File: src/rtl/cmos_parity_pipe.sv
`timescale 1ns/1ps
// cmos_parity_pipe: two-stage registered XOR/XNOR reduction with frame accumulate.
// Define CMOS_PARITY_CHECK_EN to add the in_par / out_err parity check.
module cmos_parity_pipe #(
  parameter int WIDTH = 8,
  parameter int GROUP = 4,
  parameter int CNT_W = 8
) (
  input  logic             clk,
  input  logic             rst,
  input  logic [WIDTH-1:0] in_data,
  input  logic             in_valid,
  output logic             in_ready,
  input  logic             in_mode,
  input  logic             in_first,
  input  logic             in_last,
`ifdef CMOS_PARITY_CHECK_EN
  input  logic             in_par,
  output logic             out_err,
`endif
  output logic             out_valid,
  input  logic             out_ready,
  output logic             out_xor,
  output logic             out_xnor,
  output logic [CNT_W-1:0] out_beats
);

  localparam int NP = (WIDTH + GROUP - 1) / GROUP;
  localparam int PW = NP * GROUP;

  logic             adv;
  logic [PW-1:0]    padded;
  logic [NP-1:0]    part;

  logic             s1_valid;
  logic [NP-1:0]    s1_part;
  logic             s1_mode;
  logic             s1_first;
  logic             s1_last;

  logic             acc;
  logic [CNT_W-1:0] cnt;
  logic             frame_open;

  logic             p;
  logic             start;
  logic             acc_n;
  logic [CNT_W-1:0] cnt_inc;
  logic [CNT_W-1:0] cnt_n;

  assign adv      = ~out_valid | out_ready;
  assign in_ready = adv;
  assign out_xnor = ~out_xor;

  assign padded = PW'(in_data);

  always_comb begin
    part = '0;
    for (int g = 0; g < NP; g++) begin
      part[g] = ^padded[g*GROUP +: GROUP];
    end
  end

  always_ff @(posedge clk or posedge rst) begin
    if (rst) begin
      s1_valid <= 1'b0;
      s1_part  <= '0;
      s1_mode  <= 1'b0;
      s1_first <= 1'b0;
      s1_last  <= 1'b0;
    end else if (adv) begin
      s1_valid <= in_valid;
      s1_part  <= part;
      s1_mode  <= in_mode;
      s1_first <= in_first;
      s1_last  <= in_last;
    end
  end

  // acc/cnt are zero whenever no frame is open, so an implicit start is a restart
  assign p       = ^s1_part;
  assign start   = s1_first | ~frame_open;
  assign cnt_inc = (cnt == '1) ? cnt : cnt + CNT_W'(1);
  assign acc_n   = start ? p : (acc ^ p);
  assign cnt_n   = start ? CNT_W'(1) : cnt_inc;

  always_ff @(posedge clk or posedge rst) begin
    if (rst) begin
      out_valid  <= 1'b0;
      out_xor    <= 1'b0;
      out_beats  <= '0;
      acc        <= 1'b0;
      cnt        <= '0;
      frame_open <= 1'b0;
    end else if (adv) begin
      if (!s1_valid) begin
        out_valid <= 1'b0;
      end else if (!s1_mode) begin
        out_xor   <= p;
        out_beats <= CNT_W'(1);
        out_valid <= 1'b1;
      end else if (s1_last) begin
        out_xor    <= acc_n;
        out_beats  <= cnt_n;
        out_valid  <= 1'b1;
        acc        <= 1'b0;
        cnt        <= '0;
        frame_open <= 1'b0;
      end else begin
        acc        <= acc_n;
        cnt        <= cnt_n;
        frame_open <= 1'b1;
        out_valid  <= 1'b0;
      end
    end
  end

`ifdef CMOS_PARITY_CHECK_EN
  logic s1_par;
  logic err_acc;
  logic beat_err;
  logic err_n;

  assign beat_err = s1_par ^ p;
  assign err_n    = start ? beat_err : (err_acc | beat_err);

  always_ff @(posedge clk or posedge rst) begin
    if (rst) begin
      s1_par  <= 1'b0;
      err_acc <= 1'b0;
      out_err <= 1'b0;
    end else if (adv) begin
      s1_par <= in_par;
      if (s1_valid) begin
        if (!s1_mode) begin
          out_err <= beat_err;
        end else if (s1_last) begin
          out_err <= err_n;
          err_acc <= 1'b0;
        end else begin
          err_acc <= err_n;
        end
      end
    end
  end
`endif

endmodule

File: config.mk
export PLATFORM = sky130hd
export DESIGN_NAME = cmos_parity_pipe
export DESIGN_NICKNAME = d
export VERILOG_FILES = /design/src/rtl/cmos_parity_pipe.sv
export SDC_FILE = /design/constraint.sdc
export NUM_CORES = 1
export LEC_CHECK = 0
export ABC_AREA = 1
export CORE_MARGIN = 2
export CORE_UTILIZATION = 55
export DETAILED_ROUTE_END_ITERATION = 10
export PLACE_DENSITY = 0.83
export SLEW_MARGIN = 20
export SYNTH_ARGS = -nofsm -noshare
export SYNTH_HDL_FRONTEND = slang
export SYNTH_SLANG_ARGS = --single-unit
File: constraint.sdc
create_clock -name clk -period 3.86 [get_ports clk]
set_input_delay 0.386 -clock clk [delete_from_list [all_inputs] [get_ports clk]]
set_output_delay 0.386 -clock clk [all_outputs]
set_load 0.02 [all_outputs]
Yosys cells after proc, flatten, opt, wreduce, memory -nomap -nowiden

Index checks and enable logic that the tools add are counted.

Input bits: 15
Logic and storage cells: 38
Output and inout bits: 12
Bits in registers: 26

Reduce and logical (&&, ||, !) cells: 5
Eq/ne operators: 2
Bitwise gates (word level): 6
Mux-type cells: 13
$add $sub $neg: 1

Operator list:

| operator                                                        | count |
|---|---|
| 8-bit two-way mux                                               | 5 |
| 8-bit by 1-bit adder with 8-bit output, second input constant   | 1 |
| 8-bit == test, second input constant                            | 1 |
| 1-bit two-way mux                                               | 8 |
| 4-bit XOR reduction                                             | 2 |
| 3-bit AND reduction                                             | 2 |
| 1-bit NOT                                                       | 3 |
| 2-bit by 1-bit != test with 1-bit output, second input constant | 1 |
| 1-bit bitwise OR                                                | 2 |
| 2-bit XOR reduction                                             | 1 |
| 1-bit XOR                                                       | 1 |

Logic depth before layout (Yosys ltp)

Depth in word-level cells: 5
Depth in mapped cells: 8
Mapped depth without buffers: 8

Least setup slack after synthesis

OpenSTA, ideal clock, no wires.

Path kind: register to register
From: register cnt[0]
To: register out_beats[0]
Cell stages (with the launch flop): 9
Path slack: 2.651 ns
Required time: 3.746 ns
Buffers on the path: 0
Setup time: 0.114 ns
Data arrival time: 1.095 ns
Period minus slack after synthesis: 1.209 ns
Path through: dfrtp_1 > ha_1 > nand2_2 > nor2_4 > nand2_4 > nand2_2 > nand3_2 > nor2_2 > nor2_2

Longest elaborated chain between the ends: 5
Elaborated cells on any way between the ends: 6
Those cells by class: 1 x add/sub; 1 x eq/ne; 4 x mux

RTL lines:

| item                                                                           | line | RTL |
|---|---|---|
| from (decl)                                                                    | 42   | `logic [CNT_W-1:0] cnt;` |
| from (signal assigned)                                                         | 111  | `cnt <= cnt_n;` |
| 8-bit by 1-bit adder with 8-bit output / 8-bit == test (equally long branches) | 83   | `assign cnt_inc = (cnt == '1) ? cnt : cnt + CNT_W'(1);` |
| 8-bit two-way mux *                                                            | 83   |  |
| 8-bit two-way mux *                                                            | 85   | `assign cnt_n = start ? CNT_W'(1) : cnt_inc;` |
| 8-bit two-way mux *                                                            | 102  | `end else if (s1_last) begin` |
| 8-bit two-way mux *                                                            | 98   | `end else if (!s1_mode) begin` |
| to (signal assigned)                                                           | 104  | `out_beats <= cnt_n;` |
| to (decl)                                                                      | 25   | `output logic [CNT_W-1:0] out_beats` |

Every way passes the cells marked *; elsewhere a longest branch is shown, timed or not. The select of a mux whose other input is x is not followed.
A chain may end at the register's enable or synchronous reset.

Worst setup path in the final report

From: input port out_ready
To: output port in_ready

Longest elaborated chain between the ends: 1

RTL lines:

| item             | line | RTL |
|---|---|---|
| from (decl)      | 22   | `input logic out_ready,` |
| 1-bit bitwise OR | 51   | `assign adv = ~out_valid \| out_ready;` |
| to (decl)        | 13   | `output logic in_ready,` |

No other way between the ends.

==> summary.md <==
| Metric | Value |
|---|---|
| Worst Path Arrival | `between 1.5 and 2 ns` |
| Drt total wl | `3230 um` |
| Nets | `~230` |
| Clk pin slew, worst setup/hold paths | `0.16 ns` |
| Netlist Area Pre-Place | `between 1000 and 1500 um2` |
| Commonest non-fill, non-tap cell in the layout | `nand2_1` |
| Post-route ant nets | `0` |
| GPL Wtd Cong | `between 0.8 and 0.9` |
| CTS tree | `done` |
| Synthesized Nets | `between 150 and 200` |
| Core area | `~2500 um2` |
| Later-pin clock latency in the skew report | `0.33 ns` |
| CP Class | `primary input to output port` |
| Die ar. | `between 2000 and 3000 um2` |
| Mean routed wirelength per cell | `approximately 14 um` |
| Initial core utilization | `57.1%` |
| Port bufs | `26` |
| Critical path endpoint category | `output port` |
| Syn. warnings | `0` |
| CTS sink cnt | `26` |
| Layout cells sized above 1 | `8.61%` |
| Power Dens Cells | `roughly 480 nW/um2` |
| Vias in the first global route | `1,198` |
| Ports | `27` |
| Cells after Synth | `~180` |
| Reg2reg setup slack | `2.22 ns` |
| Initial antenna violation count | `0` |
| Slew margin rel. | `approximately 39%` |
| Die Height | `around 55 um` |
| Commonest non-fill, non-tap cells in the layout | `nand2_1, dfrtp_1, clkdlybuf4s50_1, inv_1, nand3_1` |
| Die width | `between 50 and 60 um` |
| Setup Viol. Count Final | `0` |
| Fillers | `about 200` |
| CTS Hold Bufs | `0` |
| Maximum vdd drop | `359 uV` |
| Worst setup SP type | `primary input` |
| Area grow syn2layout | `23.9%` |
| Drt drc | `0` |
| Rows | `18` |
| Mapped Avg Cell Area | `about 7.7 um2` |
| Fin crit period | `about 2.1 ns` |
| Seq cells post-synth | `26` |
| Area share of the largest cell type after synthesis | `a little under half` |
| Final Power | `between 0.0008 and 0.0009 W` |
| MaxCap Viol Count | `0` |
| Post-DP HPWL | `~2500 um` |
| Vias | `1,295` |
| Initial DRC count | `49` |
| Ant diodes | `0` |
| Post-CTS Resized | `0` |
| Worst-path maximum fanout | `14` |
| Fin. Hold Viols | `0` |
| Fmax | `between 0.4 and 0.5 GHz` |
| Post-CTS setup repair buffer count | `0` |
| Via-to-Cell Ratio | `5.42` |
| H-tree Lvls | `1` |
| CTS Buf Count | `3` |
| Clk root buf | `clkbuf_4` |
| Worst EP required | `~3.5 ns` |
| Outcome | `finished clean` |
| Worst-Margin Slew | `approximately 0.92 ns` |
| Synth unique cells | `20` |
| Type of the worst min-delay path | `primary input to asynchronous set/reset pin` |
| Gr ovfl total | `0` |
| Clock Skews | `~0.013 ns` |
| Synth area leader | `dfrtp_1` |
| Fin Setup TNS | `0 ns` |
| Final Max Slew Viols | `0` |
| Largest net degree at the start of global routing | `27` |
| Register area share after synthesis | `approximately 46%` |
| Final period util | `54.8%` |
| Leak | `about 0.9 nW` |
| First drt pass iteration count | `4` |
| GRT Util Overall | `approximately a quarter` |
| Area contributors post-synth | `dfrtp_1, nand2_1, nand3_1, inv_1, o21ai_0` |
| First-pass GRT wire length | `around 4900 um` |
| RSZ-0062 raised after global routing | `false` |
| Max clock buf depth | `2` |
-- Yosys cell counts --
cell type and instances:
o21ai_0 9, nand2_4 1, nor2_4 3, buf_2 3, nand3_1 18, nand3b_1 1
ha_1 1, nor2_1 10, a21boi_0 1, inv_1 23, xor2_1 2, nand3_2 2
nand2_1 62, nand2_2 4, dfrtp_1 26, o22ai_1 1, nor2_2 4, nand4_1 4
xnor2_1 5, a21oi_1 2
-- cell type report --
class                   instances  area, um2  area share (%)
clock buffers                   3       22.5            1.30
clock inverters                 1       30.0            1.73
inverters                      23       86.3            4.97
multi-input cells             130        651            37.4
flip-flops and latches         26        651            37.4
well taps                      30       37.5            2.16
repair buffers                 26        260            15.0
-- flip-flops by register name, indices dropped and copies added (netlist names) --
| signal | flops |
|---|---|
| s1_part | 2 |
| out_beats | 8 |
| s1_valid | 1 |
| acc | 1 |
| frame_open | 1 |
| out_valid | 1 |
| out_xor | 1 |
| s1_last | 1 |
| cnt | 8 |
| s1_mode | 1 |
| s1_first | 1 |
-- metal layers --
metal / global-route usage, % / vias up / part of all wire (%)
li1: - / 619 / -
met1: 25.6 / 605 / 40
met2: 46.4 / 59 / 53
met3: 3.01 / 12 / 5.1
met4: 6.25 / 0 / 1.8
met5: 0 / - / 0
-- power by group --
group	switching (W)	internal, W
combinational	0.000172	0.000111
clock	0.0000863	0.000105
sequential	0.0000365	0.000319
total	0.000295	0.000535
-- final timing paths --
kind,from,to,cells past startpoint
setup / recovery,out_ready,in_ready,4
max in group asynchronous,rst,cnt[1],2
setup reg to reg,frame_open,acc,7
hold reg to reg,out_beats[2],out_beats[2],2
min in group clk,out_beats[2],out_beats[2],2
hold / removal,rst,s1_last,2
-- critical path, stage by stage --
cell	delay (ns)
clkdlybuf4s50_1	0.46
inv_1	0.05
nand2_2	0.18
clkdlybuf4s50_1	0.65
-- cell families after synthesis --
kind of cell	after synthesis	share of synthesized area, %
flops	26	46.4
buf+inv	26	7.23
compound gates	13	4.91
xor+xnor	7	4.37
simple gates	109	36.2
fa+ha+maj	1	0.892
-- through the flow --
step | instance area (um2) | utilization [%] | setup WS (ns) | hold slack [ns] | cells
6_report | 1740 | 70.8 | 1.75 | 0.437 | 239
5_1_grt | 1740 | 70.8 | 1.67 | 0.516 | 239
4_1_cts | 1740 | 70.8 | 1.74 | 0.509 | 239
3_5_place_dp | 1690 | 68.7 | 1.76 | 0.469 | 235
3_3_place_gp | 1690 | 68.7 | 1.77 | 0.468 | 235
2_1_floorplan | 1400 | - | 2.65 | 0.426 | 182
No activity file was read; power rests on OpenSTA's default activity.
==> variant 1 (same settings) <==
Build with the macro `CMOS_PARITY_CHECK_EN` defined.
--- a/src/rtl/cmos_parity_pipe.sv
+++ b/src/rtl/cmos_parity_pipe.sv
@@ -1,6 +1,8 @@
 `timescale 1ns/1ps
 // cmos_parity_pipe: two-stage registered XOR/XNOR reduction with frame accumulate.
 // Define CMOS_PARITY_CHECK_EN to add the in_par / out_err parity check.
+`define CMOS_PARITY_CHECK_EN
+
 module cmos_parity_pipe #(
   parameter int WIDTH = 8,
   parameter int GROUP = 4,
Ports: changed (added in_par and out_err); port bits go from 27 to 29. The function was not compared with the original's and may differ.
==> variant 1 against the original RTL <==
Area after synthesis rose by 12%. Setup slack improved by 35 ps. Synthesized cell count is 9.3% higher. Total power grew 12%. Hold slack lost 5.2 ps. Via count grew 3.6%. Die area grew 11%. Global-route usage decreased by 0.41 points. Sequential cell count grew 3. Clock skew fell by 5.6 ps. Wire length down 2.9%. Design area rose by 11%. Maximum frequency increased by 1.7%.
==> variant 1: results (changes against the original RTL) <==
| Metric | Value |
|---|---|
| Library cells used by synthesis | 23 (+15%) |
| Nets | 248 (+9.7%) |
| IO buf count | 28 (+7.7%) |
| Pin count of the biggest net entering global routing | 30 (+11%) |
| 1st-pass router iterations | 5 (+1) |
| Dpl ws | 1780 ps (+23.8 ps) |
| Share of layout cells above drive strength 1 | 12.9% (+4.3 points) |
| Crit path DAT | 1690 ps (-40 ps) |
| Sequential area share after synthesis | 46.4% (about the same) |
| Status | complete, no violations |
| Leak | 0.986 nW (+12%) |
| Worst Max-Slew Pin Slew | 582 ps (-333 ps) |
| Number of global-route vias before repair | 1301 (+8.6%) |
| Top cells by area, synth | dfrtp_1 46%, nand2_1 17%, inv_1 6.2% |
| H-tree depth | 2 (+1) |
| Num CTS Buffers | 5 (+2) |
| Post-synthesis net count | 216 (+9.1%) |
| GPL Wtd Cong | 0.877 (+0.35%) |
| Cell family with most CP delay | buffers and inverters |
| DP Wirelength | 2390 um (-3.3%) |
| Tot GR Track Use | 23.0% (-0.41 points) |
| Synth top cells by count | 70 x nand2_1, 29 x dfrtp_1, 26 x inv_1 |
| Worst-path clk slew | 90 ps (-70 ps) |
| Setup Skew | 7.85 ps (-5.63 ps) |
| Wirelength per Cell | 11.9 um (-12%) |
| Number of DRC markers in iteration 0 | 84 (+71%) |
| First-pass GRT wire length | 5710 um (+16%) |
| NetSw | 0.340 mW (+15%) |
| Critical-path maximum fanout | 16 (+2) |
| Vias per inst | 5.10 (-5.8%) |
==> variant 1: path summary, 6_finish.rpt <==
check | startpoint | to | slack, ps | cells after the start
max | out_ready | in_ready | 1780 | 4
min | rst | out_err | 430 | 2
max reg2reg | out_valid | out_beats[0] | 2450 | 6
min reg2reg | frame_open | frame_open | 490 | 2
max in group asynchronous | rst | s1_first | 3030 | 2
min in group clk | frame_open | frame_open | 490 | 2
==> variant 1: power groups by stage <==
stage / logic, mW / clock network, mW / registers (mW)
after floorplan: 0.200 / 0 / 0.419
after global placement: 0.315 / 0 / 0.401
after detailed placement: 0.324 / 0 / 0.401
after CTS: 0.326 / 0.216 / 0.396
after global routing: 0.362 / 0.234 / 0.403
final: 0.323 / 0.209 / 0.397
==> variant 1: final cells by class <==
class                      count  area (sq um)
multi-input combinational    141           723
inverter                      26          97.6
fill                         235           798
tap                           31          38.8
clock inverter                 1          5.00
clock buffer                   7          65.1
sequential                    29           726
timing repair buffer          28           280
==> variant 1: cells by family (layout without fill, tap and decap cells) <==
| family | after synthesis | in the layout | share of synthesized area [%] |
|---|---|---|---|
| xor gates and xnor gates | 6 | 6 | 3.36 |
| AOI/OAI and AO/OA | 18 | 18 | 6.40 |
| adders and majority gates | 1 | 1 | 0.800 |
| DFF | 29 | 29 | 46.4 |
| buffers and inverters | 29 | 62 | 7.36 |
| and+or+nand+nor | 116 | 116 | 35.7 |
==> variant 1: metal layers <==
layer,track usage [%],wire length [um],vias to the layer above
met3,6.80,121,4
met1,29.0,1410,624
met2,38.4,1570,31
li1,-,-,683
met4,6.98,36,0
met5,0,0,-
==> variant 1: metrics by stage <==
step | cell area, sq um | std cells | utilization, %
detailed placement | 1870 | 255 | 68.2
global route | 1940 | 263 | 70.8
floorplan | 1560 | 199 | -
finish | 1940 | 263 | 70.8
global placement | 1870 | 255 | 68.2
CTS | 1940 | 263 | 70.8
==> variant 2 (same settings) <==
Without the edit above. Register the input `in_mode` before use. The logic sees it one clock later. The other inputs are not delayed to match.
--- a/src/rtl/cmos_parity_pipe.sv
+++ b/src/rtl/cmos_parity_pipe.sv
@@ -27,6 +27,12 @@
 
   localparam int NP = (WIDTH + GROUP - 1) / GROUP;
   localparam int PW = NP * GROUP;
+
+  logic in_mode_q;
+
+  always_ff @(posedge clk) begin
+    in_mode_q <= in_mode;
+  end
 
   logic             adv;
   logic [PW-1:0]    padded;
@@ -71,7 +77,7 @@
     end else if (adv) begin
       s1_valid <= in_valid;
       s1_part  <= part;
-      s1_mode  <= in_mode;
+      s1_mode  <= in_mode_q;
       s1_first <= in_first;
       s1_last  <= in_last;
     end
Behaviour: not the same (a bounded check fails within 4 cycles, from zero or initial values and one cycle with rst high).
==> variant 2 against the original RTL <==
Wire length stayed put. Setup slack better by 6.2 ps. Non-clock buffer count stayed put. Total power is 6.3% lower. Cell count is 0.42% higher. Sequential cell count is 1 higher. Design area is 1.0% higher. Area after synthesis is 3.0% higher.
==> variant 2: results (changes against the original RTL) <==
| Metric | Value |
|---|---|
| Vias per inst | 5.35 (-1.3%) |
| Area post-placement | 1730 sq um (+2.4%) |
| Sw frac | 39.0% (+3.5 points) |
| Hold_ws | 393 ps (-43.8 ps) |
| R2R Path Start | s1_first |
| Top Registers | cnt x8, out_beats x8, s1_part x2 |
| DR vias | 1283 (-0.93%) |
| Setup Skew | 11.3 ps (-2.22 ps) |
| DP Wirelength | 2490 um (+0.40%) |
| XOR/XNOR share of the synthesized area | 4.24% (-0.13 points) |
| Dpl ws | 1750 ps (-1.15 ps) |
| Depth of the most critical reg-to-reg path | 6 (-1) |
| Reg2reg setup slack | 2320 ps (+100 ps) |
| GPL Wtd Cong | 0.912 (+4.3%) |
| Synth Instances | 183 (+0.55%) |
| Max-slew headroom | 38.9% (+0.31 points) |
| Placed Cells | 236 (+0.43%) |
| Synth Area in Compound Gates | 5.02% (+0.12 points) |
| Fraction of registers with async set/reset | 96.3% (-3.7 points) |
| Initial antenna violation count | 0 (unchanged) |
| First-pass GRT wire length | 5540 um (+12%) |
| IR Drop Worst-Case VDD | 0.359 mV (about the same) |
| Post-synthesis net count | 199 (+0.51%) |
| Status | complete, no violations |
| Synth top cells by count | 62 x nand2_1, 26 x dfrtp_1, 21 x inv_1 |
| Post-Synth Adder-Cell Area | 0.866% (-0.026 points) |
| Share of layout cells above drive strength 1 | 10.5% (+1.9 points) |
| Number of DRC markers in iteration 0 | 35 (-29%) |
| Library cells used by synthesis | 23 (+15%) |
| Fillers | 206 (+4.0%) |
| Worst-skew pair later-pin latency | 350 ps (+20 ps) |
| Top cells by area, synth | dfrtp_1 45%, nand2_1 16%, nand3_1 5.9% |
| Leak | 0.877 nW (-0.39%) |
| Sequential share of power | 46.4% (+3.5 points) |
| Tot GR Track Use | 23.0% (-0.43 points) |
| Sequential area share after synthesis | 46.4% (about the same) |
| Final wirelength | 3230 um (unchanged) |
| Pin count of the biggest net entering global routing | 27 (unchanged) |
| Nets | 227 (+0.44%) |
| Worst flop-to-flop path endpoint | acc |
| Int Pwr | 0.474 mW (-11%) |
==> variant 2: cell type report <==
cell class / count / area [sq um] / share of cell area, %
Multi-Input combinational cell: 130 / 671 / 38.2
Clock inverter: 1 / 7.51 / 0.428
Timing Repair Buffer: 26 / 260 / 14.8
Inverter: 23 / 86.3 / 4.92
Sequential cell: 27 / 671 / 38.2
Clock buffer: 3 / 22.5 / 1.28
Tap cell: 30 / 37.5 / 2.14
==> variant 2: worst max-delay path by stage <==
stage | slack, ps | startpoint | endpoint | cells after the start
6_report | 1750 | out_ready | in_ready | 4
5_1_grt | 1700 | out_ready | in_ready | 4
4_1_cts | 1750 | out_ready | in_ready | 4
3_5_place_dp | 1750 | out_ready | in_ready | 4
3_3_place_gp | 1770 | out_ready | in_ready | 4
2_1_floorplan | 2670 | out_valid | in_ready | 2
==> variant 2: routing by layer <==
metal	vias up	GRT usage [%]	part of all wire (%)
li1	633	-	-
met1	601	26.5	41
met2	39	40.6	51
met3	10	3.75	4.4
met4	0	11.8	2.9
met5	-	0	0
